$ cat src/rtl/knight_scan_pwm_if.sv
// -----------------------------------------------------------------------------
// knight_scan_pwm_if
// Control and LED-drive bundle for the knight_scan_pwm scanner.
//
// Signals:
//   enable     - high runs the scanner; low freezes all state
//   mode       - 0 = bounce scan, 1 = wrap scan
//   pwm_div    - PWM tick period minus one, in clock cycles
//   step_div   - PWM frames per scan step minus one
//   led        - PWM-modulated LED drive (registered)
//   pos        - current head position
//   dir        - scan direction, 1 = increasing index
//   step_pulse - one-cycle strobe in the first cycle pos shows a new value
//
// Modports:
//   master - the controller side (drives configuration, observes outputs)
//   slave  - the scanner side (knight_scan_pwm)
// -----------------------------------------------------------------------------
interface knight_scan_pwm_if #(
    parameter int unsigned N_LEDS  = 8,
    parameter int unsigned PRESC_W = 16
);
    localparam int unsigned POS_W = (N_LEDS > 1) ? $clog2(N_LEDS) : 1;

    logic               enable;
    logic               mode;
    logic [PRESC_W-1:0] pwm_div;
    logic [7:0]         step_div;
    logic [N_LEDS-1:0]  led;
    logic [POS_W-1:0]   pos;
    logic               dir;
    logic               step_pulse;

    modport master (
        output enable,
        output mode,
        output pwm_div,
        output step_div,
        input  led,
        input  pos,
        input  dir,
        input  step_pulse
    );

    modport slave (
        input  enable,
        input  mode,
        input  pwm_div,
        input  step_div,
        output led,
        output pos,
        output dir,
        output step_pulse
    );
endinterface

$ cat src/rtl/knight_scan_pwm.sv
// -----------------------------------------------------------------------------
// knight_scan_pwm
// "Knight rider" LED scanner: a bright head sweeps across N_LEDS outputs and
// leaves a decaying trail. Each LED is driven by a PWM comparator against a
// shared frame counter; the head advances once every (step_div+1) PWM frames.
//
// Ports:
//   clk_in  - single clock, all state changes on its rising edge
//   reset_n - synchronous active-low reset
//   bus     - knight_scan_pwm_if.slave: enable, mode, pwm_div, step_div in;
//             led, pos, dir, step_pulse out
//
// Timing chain:
//   prescaler (pwm_div+1 cycles) -> tick -> pwm_cnt (0..MAX-1)
//   -> frame_end -> step counter (0..step_div) -> step
// -----------------------------------------------------------------------------
module knight_scan_pwm #(
    parameter int unsigned N_LEDS   = 8,
    parameter int unsigned PWM_BITS = 4,
    parameter int unsigned PRESC_W  = 16
) (
    input logic              clk_in,
    input logic              reset_n,
    knight_scan_pwm_if.slave bus
);
    localparam int unsigned POS_W = (N_LEDS > 1) ? $clog2(N_LEDS) : 1;
    localparam logic [PWM_BITS-1:0] MAX      = {PWM_BITS{1'b1}};
    localparam logic [PWM_BITS-1:0] LAST_CNT = MAX - 1'b1;
    localparam logic [POS_W-1:0]    POS_LAST = POS_W'(N_LEDS - 1);

    // ---------------------------------------------------------------------
    // State
    // ---------------------------------------------------------------------
    logic [PRESC_W-1:0]  presc_q, presc_d;
    logic [PWM_BITS-1:0] pwm_cnt_q, pwm_cnt_d;
    logic [7:0]          step_cnt_q, step_cnt_d;
    logic [PWM_BITS-1:0] level_q [N_LEDS];
    logic [PWM_BITS-1:0] level_d [N_LEDS];
    logic [POS_W-1:0]    pos_q, pos_d;
    logic                dir_q, dir_d;
    logic [N_LEDS-1:0]   led_q, led_d;
    logic                step_pulse_q, step_pulse_d;

    // ---------------------------------------------------------------------
    // Timing strobes
    // ---------------------------------------------------------------------
    logic tick;
    logic frame_end;
    logic step;

    assign tick      = bus.enable && (presc_q == '0);
    assign frame_end = tick && (pwm_cnt_q == LAST_CNT);
    // step_div is compared live; a value below the running count just lets the
    // counter run on and wrap once, giving a single long period.
    assign step      = frame_end && (step_cnt_q == bus.step_div);

    // ---------------------------------------------------------------------
    // Prescaler, PWM frame counter, step counter
    // ---------------------------------------------------------------------
    always_comb begin
        presc_d    = presc_q;
        pwm_cnt_d  = pwm_cnt_q;
        step_cnt_d = step_cnt_q;

        if (bus.enable) begin
            // pwm_div is sampled only at reload, so a change lands cleanly.
            presc_d = tick ? bus.pwm_div : presc_q - 1'b1;
        end

        if (tick) begin
            pwm_cnt_d = frame_end ? '0 : pwm_cnt_q + 1'b1;
        end

        if (frame_end) begin
            step_cnt_d = step ? '0 : step_cnt_q + 1'b1;
        end
    end

    // ---------------------------------------------------------------------
    // Head movement
    // ---------------------------------------------------------------------
    logic [POS_W-1:0] pos_nxt;
    logic             dir_nxt;
    logic             eff_dir;

    always_comb begin
        pos_nxt = pos_q;
        dir_nxt = dir_q;
        eff_dir = dir_q;

        if (N_LEDS == 1) begin
            pos_nxt = '0;
            dir_nxt = 1'b1;
        end else if (bus.mode) begin
            pos_nxt = (pos_q == POS_LAST) ? '0 : pos_q + 1'b1;
            dir_nxt = 1'b1;
        end else begin
            // Sitting at an end (e.g. after wrap mode) forces the way out,
            // whatever dir currently says.
            if (pos_q == POS_LAST) begin
                eff_dir = 1'b0;
            end else if (pos_q == '0) begin
                eff_dir = 1'b1;
            end

            pos_nxt = eff_dir ? pos_q + 1'b1 : pos_q - 1'b1;

            // Turn around in the same step that reaches an end, so the head
            // spends exactly one step there.
            if (pos_nxt == POS_LAST) begin
                dir_nxt = 1'b0;
            end else if (pos_nxt == '0) begin
                dir_nxt = 1'b1;
            end else begin
                dir_nxt = eff_dir;
            end
        end
    end

    always_comb begin
        pos_d        = pos_q;
        dir_d        = dir_q;
        step_pulse_d = step;

        if (step) begin
            pos_d = pos_nxt;
            dir_d = dir_nxt;
        end
    end

    // ---------------------------------------------------------------------
    // Brightness trail and PWM comparators
    // ---------------------------------------------------------------------
    always_comb begin
        for (int unsigned i = 0; i < N_LEDS; i++) begin
            level_d[i] = level_q[i];
            if (step) begin
                // Halve every level, then relight the new head at full scale.
                level_d[i] = level_q[i] >> 1;
                if (pos_nxt == POS_W'(i)) begin
                    level_d[i] = MAX;
                end
            end
        end
    end

    always_comb begin
        led_d = led_q;
        if (bus.enable) begin
            for (int unsigned i = 0; i < N_LEDS; i++) begin
                led_d[i] = (level_q[i] > pwm_cnt_q);
            end
        end
    end

    // ---------------------------------------------------------------------
    // Registers
    // ---------------------------------------------------------------------
    always_ff @(posedge clk_in) begin
        if (!reset_n) begin
            presc_q      <= '0;
            pwm_cnt_q    <= '0;
            step_cnt_q   <= '0;
            pos_q        <= '0;
            dir_q        <= 1'b1;
            led_q        <= '0;
            step_pulse_q <= 1'b0;
            for (int unsigned i = 0; i < N_LEDS; i++) begin
                level_q[i] <= (i == 0) ? MAX : '0;
            end
        end else begin
            presc_q      <= presc_d;
            pwm_cnt_q    <= pwm_cnt_d;
            step_cnt_q   <= step_cnt_d;
            pos_q        <= pos_d;
            dir_q        <= dir_d;
            led_q        <= led_d;
            step_pulse_q <= step_pulse_d;
            for (int unsigned i = 0; i < N_LEDS; i++) begin
                level_q[i] <= level_d[i];
            end
        end
    end

    // ---------------------------------------------------------------------
    // Outputs
    // ---------------------------------------------------------------------
    assign bus.led        = led_q;
    assign bus.pos        = pos_q;
    assign bus.dir        = dir_q;
    assign bus.step_pulse = step_pulse_q;

endmodule
$ cat src/flat_wrapper.sv
// flat-port wrapper written by rule: the top's interface ports become plain ports
module knight_scan_pwm_flat 
#(
    parameter int unsigned N_LEDS   = 8,
    parameter int unsigned PWM_BITS = 4,
    parameter int unsigned PRESC_W  = 16
)
  (clk_in, reset_n, bus_enable, bus_mode, bus_pwm_div, bus_step_div, bus_led, bus_pos, bus_dir, bus_step_pulse);
  knight_scan_pwm_if #(.N_LEDS(N_LEDS), .PRESC_W(PRESC_W)) bus_i ();
  input logic clk_in;
  input logic reset_n;
  input wire logic [$bits(bus_i.enable)-1:0] bus_enable;
  input wire logic [$bits(bus_i.mode)-1:0] bus_mode;
  input wire logic [$bits(bus_i.pwm_div)-1:0] bus_pwm_div;
  input wire logic [$bits(bus_i.step_div)-1:0] bus_step_div;
  output wire logic [$bits(bus_i.led)-1:0] bus_led;
  output wire logic [$bits(bus_i.pos)-1:0] bus_pos;
  output wire logic [$bits(bus_i.dir)-1:0] bus_dir;
  output wire logic [$bits(bus_i.step_pulse)-1:0] bus_step_pulse;
  assign bus_i.enable = bus_enable;
  assign bus_i.mode = bus_mode;
  assign bus_i.pwm_div = bus_pwm_div;
  assign bus_i.step_div = bus_step_div;
  assign bus_led = bus_i.led;
  assign bus_pos = bus_i.pos;
  assign bus_dir = bus_i.dir;
  assign bus_step_pulse = bus_i.step_pulse;
  knight_scan_pwm #(.N_LEDS(N_LEDS), .PWM_BITS(PWM_BITS), .PRESC_W(PRESC_W)) u_core (.clk_in(clk_in), .reset_n(reset_n), .bus(bus_i));
endmodule
$ cat config.mk
export PLATFORM = sky130hd
export DESIGN_NAME = knight_scan_pwm_flat
export DESIGN_NICKNAME = d
export VERILOG_FILES = /design/src/rtl/knight_scan_pwm_if.sv /design/src/rtl/knight_scan_pwm.sv /design/src/flat_wrapper.sv
export SDC_FILE = /design/constraint.sdc
export NUM_CORES = 1
export LEC_CHECK = 0
export BUFFER_PORTS_ARGS = -buffer_cell sky130_fd_sc_hd__buf_2
export CAP_MARGIN = 10
export CORE_MARGIN = 2
export CORE_UTILIZATION = 60
export DETAILED_ROUTE_END_ITERATION = 6
export PLACE_DENSITY = 0.85
export SYNTH_ARGS = -nofsm -noshare
export SYNTH_HDL_FRONTEND = slang
export SYNTH_SLANG_ARGS = --single-unit
export TNS_END_PERCENT = 20
$ cat constraint.sdc
create_clock -name clk_in -period 6.1 [get_ports clk_in]
set_input_delay 0.61 -clock clk_in [delete_from_list [all_inputs] [get_ports clk_in]]
set_output_delay 0.61 -clock clk_in [all_outputs]
set_load 0.01 [all_outputs]
==> results by group, run 1 <==
Worst setup path
  – Critical Path End Type: register
  – Crit path launch type: input pin
  – Maximum fanout along the worst path: 37
  – Data arrival, critical path: 2.86 ns
  – Internal reg-to-reg setup slack: 3.64 ns
  – Worst R2R Start: u_core.pwm_cnt_q[0]$_SDFFE_PN0P_
  – Worst Setup Path Type: in -> reg
  – Reg2Reg Depth: 7
  – Req. time, crit path: around 6.3 ns
  – R2r endpoint: u_core.level_q[0][17]$_SDFFE_PN0P_

Clock network
  – Worst skew pair latency: 0.34 ns
  – CTS tree: done
  – Clock Pin Slew Worst Setup and Hold Paths: ~0.08 ns
  – H-tree depth: 3
  – Max Root-Sink Buffers: 2
  – Resized Gates After CTS: 0
  – Root Driver: clkbuf_8
  – Post-CTS Hold Buffers: 0
  – CTS Buf Count: 9
  – Clock Sinks: 73
  – Setup Fix Bufs, Post-CTS: 0

Worst hold path
  – Hold endpoint: u_core.bus.led[4]$_SDFFE_PN0P_
  – Min-Delay Path Depth: 2
  – Min-delay worst type: reg -> reg
  – Hold Crit Start: u_core.bus.led[4]$_SDFFE_PN0P_

Timing
  – Setup tns final: 0 ns
  – RSZ-0062 raised after global routing: no
  – Final setup viols: 0
  – Fmax: about 0.38 GHz
  – Ratio of final minimum period to clock period: 0.4317
  – Relative slew slack: 0.5093
  – Worst hold slack: approximately 0.47 ns
  – Slew Limit Fails: 0
  – Hold Violations, Final: 0
  – Worst-margin pin slew: 0.7361 ns
  – Final worst path period need: approximately 2.6 ns
  – Final Skew: ~0.017 ns

Floorplan
  – IO Count: roughly 40
  – Core Box Area: roughly 7000 um^2
  – Number of core rows: 31
  – Die Ht: roughly 90 um
  – Initial Utilization: 0.6191
  – Die ar.: between 8000 and 9000 um^2
  – Die span in x: 90.28 um

Detailed routing
  – DR DRC count: 0
  – Vias post-DR: 3989
  – Initial DRC Count: 251
  – Vias per cell: ~6.3
  – Detailed-router iteration count before antenna repair: 5
  – Routed WL: 10400 um
  – Antenna Nets Post-Route: 0
  – WL/cell: about 16 um

Synth
  – Post-Synth Simple-Gate Area: 0.2090
  – Synth Area in Adders: 0.1148
  – Share of the synthesized area in the top cell type: 0.3272
  – Post-synthesis compound-gate area fraction: 0.2507
  – Seq cells post-synth: between 70 and 80
  – Multiplexer share of the synthesized area: 0.02017
  – Synth top area cells: dfxtp_1 (33%), ha_1 (11%), a21oi_1 (3.8%)
  – Post-synth EDFFs: 0
  – Net count after synthesis: 575
  – Largest area contributor in the netlist: dfxtp_1
  – Syn_area_per_cell: 8.828 um^2
  – Post-Syn Area: 4467 um^2
  – Synth Instances: between 500 and 600
  – Sequential area share after synthesis: 0.3272
  – Largest family of logic cells by synthesized area: compound AO/OA/AOI/OAI gates
  – Top FF cell, synth: dfxtp_1
  – Ys async rst share: 0
  – Synth Area in XOR/XNOR: 0.02157
  – YS warnings: 0
  – Post-synth cell types: 64

Finish
  – Layout cells sized above 1: 0.1391
  – Post-route cell area: between 4000 and 5000 um^2
  – Non-Filler Instances: roughly 640
  – Footprint of the multi-input gates: about 2800 um^2
  – Diode count: 0
  – Register Area: about 1500 um^2
  – Final net count: 603
  – Fillcell total: between 500 and 600
  – Fin util: 0.6779
  – Synthesis-to-finish area growth: 9.496%

Placed design
  – Area after DPL: 4662 um^2
  – DP Cell Count: slightly above 600
  – HPWL Detailed: 7096 um
  – RD Place Congestion: about 0.87
  – PortBufs: 40

Global routing
  – Initial antenna violation count: 0
  – First-pass GRT wire length: roughly 18000 um
  – Grt ovf: 0
  – All-Layer GR Usage: 0.2624
  – Pin count of the biggest net entering global routing: 38
  – Vias in the first global route: slightly below 4000

Run
  – MaxCap Viol Count: 0

Run status
  – Outcome: complete, no violations

Power and ir drop
  – VDD IR-drop max: between 100 and 150 uV
  – Pwr/cell area: approximately 290 nW/um^2
  – P_leak: 1.931 nW
[worst max path at each step]
stage                     cells past startpoint                            endpoint        from  slack, ns
after floorplan                               8      u_core.presc_q[9]$_SDFFE_PN0P_  bus_enable       3.89
after global placement                        6    u_core.pwm_cnt_q[3]$_SDFFE_PN0P_  bus_enable       3.22
after global routing                          6  u_core.level_q[0][17]$_SDFFE_PN0P_  bus_enable       3.26
final                                         6  u_core.level_q[0][17]$_SDFFE_PN0P_  bus_enable       3.47
after CTS                                     6  u_core.level_q[0][17]$_SDFFE_PN0P_  bus_enable       3.49
after detailed placement                      6    u_core.pwm_cnt_q[3]$_SDFFE_PN0P_  bus_enable       3.17
[Yosys cell counts (12+ instances only)]
master and n:
o21a_1 21, o21ai_0 13, dfxtp_1 73, nor2_1 25, inv_1 29, ha_1 41, nor3_1 12, nand2b_1 13
o21ai_1 15, a21oi_1 34, nand2_1 41, clkbuf_1 16
[layout make-up]
type / count / area share
Clock buffer: 11 / 0.03095
Clock inverter: 5 / 0.01586
Inverter: 29 / 0.02226
Multi-Input combinational cell: 379 / 0.5628
Sequential cell: 73 / 0.2988
Tap cell: 99 / 0.02533
Timing Repair Buffer: 42 / 0.04400
[kinds of logic after synthesis]
kind of cell             count (synthesis)
buffers and inverters                   54
XOR/XNOR                                11
AO/OA/AOI/OAI                          159
adder cells (fa/ha/maj)                 41
multiplexers                             9
AND/OR/NAND/NOR                        159
flip-flops                              73
[flip-flops by register name (all words and copies together), names as in the netlist]
name                   cells
u_core.bus.dir             1
u_core.bus.led             8
u_core.bus.pos             3
u_core.bus.step_pulse      1
u_core.level_q            32
u_core.presc_q            16
u_core.pwm_cnt_q           4
u_core.step_cnt_q          8
[through the flow]
stage	power, mW	worst slack [ns]
2_1_floorplan	0.8865	3.885
6_report	1.403	3.467
5_1_grt	1.477	3.256
3_3_place_gp	0.9513	3.219
3_5_place_dp	0.9734	3.173
4_1_cts	1.404	3.495
[power breakdown]
part | total, mW | internal, mW | leakage (nW) | switching [mW]
Clock | 0.431 | 0.251 | 0.115 | 0.180
Sequential | 0.566 | 0.514 | 0.591 | 0.0516
Combinational | 0.407 | 0.184 | 1.22 | 0.223
[cells in the final DEF, fill, tap and decap left out, types with 2 or more instances in the layout]
cell type	synthesis	routed
buf_4	0	2
o221a_1	9	9
clkbuf_8	0	11
inv_1	29	29
a32oi_1	4	4
nand2_1	41	41
o21a_1	21	21
buf_2	3	40
o21ai_0	13	13
o22ai_1	11	11
nand4b_2	2	2
a31oi_1	7	7
and3_1	4	4
xor2_1	9	9
or2_1	3	3
o31a_1	6	6
ha_1	41	41
a211oi_1	7	7
nor4_4	4	4
a21oi_1	34	34
dfxtp_1	73	73
o2bb2ai_1	4	4
nor2_1	25	25
nand4_1	10	10
o21ai_1	15	15
nand3_1	11	11
mux2i_1	9	9
nor2b_1	11	11
bufinv_16	0	2
and2_1	3	3
a221oi_1	2	2
a22oi_1	2	2
nand3b_1	3	3
xnor2_1	2	2
nor3_1	12	12
o211ai_1	11	11
clkinv_2	0	2
nand2b_1	13	13
nor3b_1	5	5
[critical path: stages]
cell      delay, ns
buf_2          0.48
nor4b_2        0.42
nand3_1        0.21
and4bb_4       0.66
nand2b_1       0.18
o221a_1        0.28
[per-layer routing]
metal  global-route usage  vias to the layer above  wire length (um)
li1                     -                     1920                 -
met1               0.3418                     1897              4570
met2               0.4455                      156              5060
met3              0.04257                       16               646
met4              0.08462                        0               127
met5                    0                        -                 0
No activity file was read; power rests on OpenSTA's default activity.
==> run 2, diff against run 1 <==
--- a/config.mk
+++ b/config.mk
@@ -5,6 +5,7 @@
 export SDC_FILE = /design/constraint.sdc
 export NUM_CORES = 1
 export LEC_CHECK = 0
+export ABC_AREA = 1
 export BUFFER_PORTS_ARGS = -buffer_cell sky130_fd_sc_hd__buf_2
 export CAP_MARGIN = 10
 export CORE_MARGIN = 2
==> constraint.sdc (replaced) <==
create_clock -name clk_in -period 2.49 [get_ports clk_in]
set_input_delay 0.249 -clock clk_in [delete_from_list [all_inputs] [get_ports clk_in]]
set_output_delay 0.249 -clock clk_in [all_outputs]
set_load 0.01 [all_outputs]
==> results by group, run 2 <==
Timing
  – Slew Limit Fails: 0
  – Hold Violations, Final: 0
  – Ratio of final minimum period to clock period: 0.8642
  – RSZ-0062 raised after global routing: no
  – Relative slew slack: 0.5753
  – Final worst path period need: 2.152 ns
  – Worst-margin pin slew: approximately 0.63 ns
  – Setup tns final: 0 ns
  – Final Skew: between 0.01 and 0.015 ns
  – Fmax: 0.4647 GHz
  – Final setup viols: 0

Worst setup path
  – Crit path max-delay cell type: dfxtp_1
  – Worst R2R Start: u_core.presc_q[0]$_SDFFE_PN0P_
  – Critical Path Sink: u_core.level_q[0][9]$_SDFFE_PN0P_
  – Crit path depth: 13
  – Data arrival, critical path: roughly 2.4 ns
  – Maximum fanout along the worst path: 28
  – Crit path from: u_core.presc_q[0]$_SDFFE_PN0P_
  – Critical Path End Type: register
  – Max stage delay on crit path: 0.37 ns
  – Crit-path most repeated cell: nand2_1
  – R2r endpoint: u_core.level_q[0][9]$_SDFFE_PN0P_
  – Worst Setup Path Type: reg -> reg
  – Reg2Reg Depth: 13
  – CP top delay family: simple AND/OR/NAND/NOR gates
  – Req. time, crit path: ~2.7 ns
  – Internal reg-to-reg setup slack: approximately 0.34 ns
  – CP Cell Sequence: inv_1 -> ha_1 -> inv_1 -> nor2_1 -> nand2_1 -> nor2_2 -> nand2_4 -> nor2_8 -> nand2_4 -> buf_4 -> nand2_1 -> nand2_1 -> a21oi_1
  – Crit path launch type: register
  – Crit path buf inv count: 3

Finish
  – Diode count: 0
  – Most frequent cells in the layout: nand2_1 (171), inv_1 (79), dfxtp_1 (73)
  – Largest Register: u_core.level_q
  – Layout cells sized above 1: 0.1119
  – Synthesis-to-finish area growth: 10.71%
  – Final net count: between 700 and 800
  – Largest registers: u_core.level_q x32, u_core.presc_q x16
  – Largest register FFs: 32
  – Commonest non-fill, non-tap cell in the layout: nand2_1

Clock network
  – Resized Gates After CTS: 0
  – Post-CTS Hold Buffers: 0
  – Clock Sinks: 73
  – Clock Pin Slew Worst Setup and Hold Paths: approximately 0.080 ns
  – Max Root-Sink Buffers: 2
  – CTS Buf Count: 9
  – Worst skew pair latency: between 0.3 and 0.4 ns
  – Setup Fix Bufs, Post-CTS: 0
  – Root Driver: clkbuf_8
  – H-tree depth: 3
  – CTS tree: done

Power and ir drop
  – Logic pwr share: 0.337
  – Sw frac: 0.3648
  – VDD IR-drop max: between 300 and 400 uV
  – Internal power: ~2.3 mW
  – Switching pwr: ~1.3 mW
  – Reg power frac: 0.374
  – Clk pwr share: 0.289
  – Pwr/cell area: approximately 730 nW/um^2
  – P_leak: approximately 2.5 nW
  – Tot Pwr: between 3 and 4 mW

Detailed routing
  – WL/cell: 12.94 um
  – Initial DRC Count: ~280
  – Routed WL: around 10000 um
  – DR DRC count: 0
  – Vias per cell: between 5 and 6
  – Vias post-DR: around 4400
  – Antenna Nets Post-Route: 0
  – Detailed-router iteration count before antenna repair: 7

Global routing
  – Initial antenna violation count: 0
  – Pin count of the biggest net entering global routing: 40
  – Grt ovf: 0
  – First-pass GRT wire length: between 15000 and 20000 um
  – Vias in the first global route: about 4000
  – All-Layer GR Usage: 0.2604

Floorplan
  – Initial Utilization: 0.6188
  – Number of core rows: 31
  – Die ar.: slightly above 8000 um^2
  – IO Count: 41
  – Die span in x: between 90 and 100 um
  – Core Box Area: 7214 um^2
  – Die Ht: 90.26 um

Synth
  – Post-Syn Area: about 4500 um^2
  – Ys async rst share: 0
  – Synth top area cells: dfxtp_1 (33%), nand2_1 (14%), ha_1 (11%)
  – Sequential area share after synthesis: 0.3274
  – Post-synth EDFFs: 0
  – Seq cells post-synth: 73
  – Synth top cells by count: nand2_1 (171), inv_1 (79), dfxtp_1 (73)
  – Most common cell in the synthesized netlist: nand2_1
  – Synth Instances: roughly 670
  – Top FF cell, synth: dfxtp_1
  – YS warnings: 0
  – Largest area contributor in the netlist: dfxtp_1
  – Share of the synthesized area in the top cell type: 0.3274
  – Syn_area_per_cell: around 6.7 um^2
  – Post-synth cell types: 29
  – Net count after synthesis: approximately 730

Worst hold path
  – Min-delay worst type: in -> reg

Placed design
  – HPWL Detailed: roughly 7300 um
  – PortBufs: 40
  – RD Place Congestion: approximately 0.93

Run status
  – Outcome: complete, no violations

Run
  – MaxCap Viol Count: 0
[run 2: cell count changes in the layout (fill, tap and decap cells not counted), moves of 8 or more]
cell | before | now
a21oi_1 | 34 | 69
inv_1 | 29 | 79
mux2i_1 | 9 | 0
nand2_1 | 41 | 171
nand2b_1 | 13 | 0
nand3_1 | 11 | 53
nor2_1 | 25 | 64
nor2b_1 | 11 | 0
o21a_1 | 21 | 0
o21ai_0 | 13 | 38
o21ai_1 | 15 | 1
o221a_1 | 9 | 0
o22ai_1 | 11 | 3
[run 2: kinds of logic after synthesis]
| kind of cell | share of synthesized area |
|---|---|
| simple gates | 0.3038 |
| compound gates | 0.1471 |
| buf+inv | 0.09305 |
| flops | 0.3274 |
| fa+ha+maj | 0.1149 |
| xor+xnor | 0.01373 |
[run 2: power groups by stage]
stage	registers [mW]	logic [mW]	clock network, mW
floorplan	1.37	0.921	0
global placement	1.37	1.14	0
detailed placement	1.38	1.18	0
CTS	1.35	1.19	1.06
global route	1.37	1.38	1.12
finish	1.35	1.22	1.05
[run 2: metal layers]
layer / track usage / part of all wire / vias up
met5: 0 / 0 / -
met4: 0.09231 / 0.016 / 0
met3: 0.05092 / 0.059 / 20
met2: 0.4424 / 0.47 / 159
met1: 0.3303 / 0.45 / 1959
li1: - / - / 2228
[run 2: final cells by class]
| cell class | instances | area [um^2] |
|---|---|---|
| fill | 631 | 2272 |
| inverter | 85 | 319.1 |
| clock buffer | 11 | 141.4 |
| tap | 99 | 123.9 |
| timing repair buffer | 44 | 230.2 |
| sequential | 73 | 1461 |
| clock inverter | 5 | 78.83 |
| multi-input combinational | 488 | 2587 |
[run 2: worst min path at each step]
| stage | from | to | slack [ns] | cells past startpoint |
|---|---|---|---|---|
| floorplan | bus_pwm_div[0] | u_core.presc_q[0]$_SDFFE_PN0P_ | 0.45 | 2 |
| CTS | bus_pwm_div[2] | u_core.presc_q[2]$_SDFFE_PN0P_ | 0.21 | 3 |
| finish | bus_pwm_div[3] | u_core.presc_q[3]$_SDFFE_PN0P_ | 0.22 | 3 |
| global placement | u_core.step_cnt_q[7]$_SDFFE_PN0N_ | u_core.step_cnt_q[7]$_SDFFE_PN0N_ | 0.47 | 2 |
| global route | bus_pwm_div[3] | u_core.presc_q[3]$_SDFFE_PN0P_ | 0.23 | 3 |
| detailed placement | u_core.step_cnt_q[7]$_SDFFE_PN0N_ | u_core.step_cnt_q[7]$_SDFFE_PN0N_ | 0.48 | 2 |
[run 2: through the flow]
step | cells | util | setup WS (ns) | cell area, um^2 | hold slack (ns)
final | 805 | 0.6851 | 0.3380 | 4942 | 0.2188
after floorplan | 665 | - | 0.8028 | 4464 | 0.4523
after CTS | 805 | 0.6851 | 0.3485 | 4942 | 0.2077
after global placement | 789 | 0.6545 | 0.4479 | 4722 | 0.4703
after detailed placement | 789 | 0.6545 | 0.3736 | 4722 | 0.4782
after global routing | 805 | 0.6851 | 0.1034 | 4942 | 0.2302
[run 2: worst register-to-register path, cell delays in order, from the launching register on]
cell and delay, ns:
dfxtp_1 0.37, inv_1 0.09, ha_1 0.19, inv_1 0.09, nor2_1 0.05, nand2_1 0.08, nor2_2 0.05, nand2_4 0.23
nor2_8 0.08, nand2_4 0.26, buf_4 0.34, nand2_1 0.10, nand2_1 0.07, a21oi_1 0.04
==> run 3, diff against run 2 <==
--- a/config.mk
+++ b/config.mk
@@ -6,12 +6,15 @@
 export NUM_CORES = 1
 export LEC_CHECK = 0
 export ABC_AREA = 1
+export ABC_CLOCK_PERIOD_IN_PS = 2490
 export BUFFER_PORTS_ARGS = -buffer_cell sky130_fd_sc_hd__buf_2
 export CAP_MARGIN = 10
+export CELL_PAD_IN_SITES_DETAIL_PLACEMENT = 1
+export CELL_PAD_IN_SITES_GLOBAL_PLACEMENT = 2
 export CORE_MARGIN = 2
-export CORE_UTILIZATION = 60
+export CORE_UTILIZATION = 33
 export DETAILED_ROUTE_END_ITERATION = 6
-export PLACE_DENSITY = 0.85
+export PLACE_DENSITY_LB_ADDON = 0.05
 export SYNTH_ARGS = -nofsm -noshare
 export SYNTH_HDL_FRONTEND = slang
 export SYNTH_SLANG_ARGS = --single-unit
==> results by group, run 3 (same netlist as run 2, synthesis figures left out) <==
Run status
  – Outcome: complete, no violations

Clock network
  – Clock Pin Slew Worst Setup and Hold Paths: ~0.060 ns
  – H-tree depth: 3
  – Setup Fix Bufs, Post-CTS: 0
  – CTS tree: done
  – Resized Gates After CTS: 0
  – CTS Buf Count: 9
  – Post-CTS Hold Buffers: 0
  – Clock Sinks: 73
  – Root Driver: clkbuf_16
  – Worst skew pair latency: 0.34 ns
  – Max Root-Sink Buffers: 2

Detailed routing
  – WL/cell: between 10 and 15 um
  – Vias per cell: ~4.9
  – Initial DRC Count: between 150 and 200
  – Antenna Nets Post-Route: 0
  – Vias post-DR: 4350
  – Detailed-router iteration count before antenna repair: 4
  – DR DRC count: 0
  – Routed WL: approximately 13000 um

Worst setup path
  – Reg2Reg Depth: 13
  – Worst Setup Path Type: reg -> reg
  – Crit path launch type: register
  – Critical Path End Type: register
  – Req. time, crit path: 2.76 ns
  – Internal reg-to-reg setup slack: ~0.45 ns
  – Maximum fanout along the worst path: 49
  – R2r endpoint: u_core.level_q[0][10]$_SDFFE_PN0P_
  – Data arrival, critical path: about 2.3 ns
  – Worst R2R Start: u_core.presc_q[0]$_SDFFE_PN0P_

Global routing
  – All-Layer GR Usage: 0.1933
  – First-pass GRT wire length: 22200 um
  – Initial antenna violation count: 0
  – Vias in the first global route: about 4500
  – Pin count of the biggest net entering global routing: 50
  – Grt ovf: 0

Floorplan
  – IO Count: 41
  – Number of core rows: 42
  – Core Box Area: ~13000 um^2
  – Die ar.: between 10000 and 15000 um^2
  – Die Ht: 120.3 um
  – Initial Utilization: 0.3371
  – Die span in x: 120.3 um

Power and ir drop
  – Internal power: approximately 2.5 mW
  – Pwr/cell area: between 700 and 800 nW/um^2
  – VDD IR-drop max: roughly 310 uV
  – Clk pwr share: 0.336
  – Switching pwr: between 1 and 1.5 mW
  – Sw frac: 0.3549
  – Logic pwr share: 0.318
  – P_leak: 2.588 nW
  – Tot Pwr: between 3 and 4 mW
  – Reg power frac: 0.345

Timing
  – Final worst path period need: ~2 ns
  – Worst hold slack: 0.2298 ns
  – Fmax: a little under 0.5 GHz
  – Hold Violations, Final: 0
  – RSZ-0062 raised after global routing: no
  – Final Skew: 0.006081 ns
  – Relative slew slack: 0.6808
  – Post-route setup slack: roughly 0.45 ns
  – Slew Limit Fails: 0
  – Setup tns final: 0 ns
  – Final setup viols: 0
  – Worst-margin pin slew: between 0.4 and 0.5 ns
  – Ratio of final minimum period to clock period: 0.8188

Finish
  – Fillcell total: about 1800
  – Non-Filler Instances: 883
  – Largest Register: u_core.level_q
  – Post-route cell area: 5142 um^2
  – Footprint of the multi-input gates: approximately 2600 um^2
  – Synthesis-to-finish area growth: 15.19%
  – Final net count: around 770
  – Largest registers: u_core.level_q x32, u_core.presc_q x16
  – Diode count: 0
  – Fin util: 0.3883
  – Largest register FFs: 32
  – Register Area: 1461 um^2
  – Most frequent cells in the layout: nand2_1 (171), inv_1 (79), dfxtp_1 (73)
  – Layout cells sized above 1: 0.1132
  – Commonest non-fill, non-tap cell in the layout: nand2_1

Worst hold path
  – Hold Crit Start: bus_pwm_div[0]
  – Min-delay worst type: in -> reg
  – Min-Delay Path Depth: 3
  – Hold endpoint: u_core.presc_q[0]$_SDFFE_PN0P_

Placed design
  – DP Cell Count: between 800 and 900
  – Post-Place Worst Slack: 0.4460 ns
  – PortBufs: 40
  – RD Place Congestion: approximately 0.83
  – Area after DPL: 4846 um^2
  – HPWL Detailed: 9317 um

Run
  – MaxCap Viol Count: 0
==> run 3: worst max-delay path by stage <==
stage / startpoint / to / slack (ns) / cells after the start
2_1_floorplan: u_core.pwm_cnt_q[0]$_SDFFE_PN0P_ / u_core.level_q[0][2]$_SDFFE_PN1P_ / 0.80 / 9
3_3_place_gp: u_core.presc_q[0]$_SDFFE_PN0P_ / u_core.bus.pos[0]$_SDFFE_PN0P_ / 0.50 / 10
3_5_place_dp: u_core.presc_q[0]$_SDFFE_PN0P_ / u_core.pwm_cnt_q[3]$_SDFFE_PN0P_ / 0.45 / 13
4_1_cts: u_core.presc_q[0]$_SDFFE_PN0P_ / u_core.level_q[0][10]$_SDFFE_PN0P_ / 0.42 / 13
5_1_grt: u_core.presc_q[0]$_SDFFE_PN0P_ / u_core.level_q[0][17]$_SDFFE_PN0P_ / 0.22 / 13
6_report: u_core.presc_q[0]$_SDFFE_PN0P_ / u_core.level_q[0][10]$_SDFFE_PN0P_ / 0.45 / 13
==> run 3: final cells by class <==
| type | instances | share of cell area |
|---|---|---|
| Inverter | 85 | 0.06204 |
| Clock inverter | 3 | 0.007786 |
| Timing Repair Buffer | 46 | 0.05012 |
| Multi-Input combinational cell | 488 | 0.5032 |
| Tap cell | 176 | 0.04282 |
| Sequential cell | 73 | 0.2842 |
| Clock buffer | 12 | 0.04988 |
==> run 3: routing by layer <==
metal / track usage / share of wire
met5: 0 / 0
met4: 0.07413 / 0.018
met3: 0.02689 / 0.030
met2: 0.3082 / 0.45
met1: 0.2650 / 0.51
==> run 3: power by group through the flow <==
stage | Sequential, mW | Clock [mW] | Combinational (mW)
after CTS | 1.36 | 1.37 | 1.27
after detailed placement | 1.38 | 0 | 1.26
after global routing | 1.37 | 1.43 | 1.45
after global placement | 1.38 | 0 | 1.22
final | 1.36 | 1.32 | 1.25
after floorplan | 1.37 | 0 | 0.921
==> run 3: critical path: stages, from the launching register on <==
cell     delay (ns)
dfxtp_1        0.33
inv_1          0.11
ha_1           0.17
inv_1          0.07
nor2_1         0.09
nand2_1        0.07
nor2_2         0.12
nand2_4        0.21
nor2_8         0.20
nand2_4        0.12
buf_12         0.21
nand2_1        0.08
nand2_1        0.06
a21oi_1        0.13
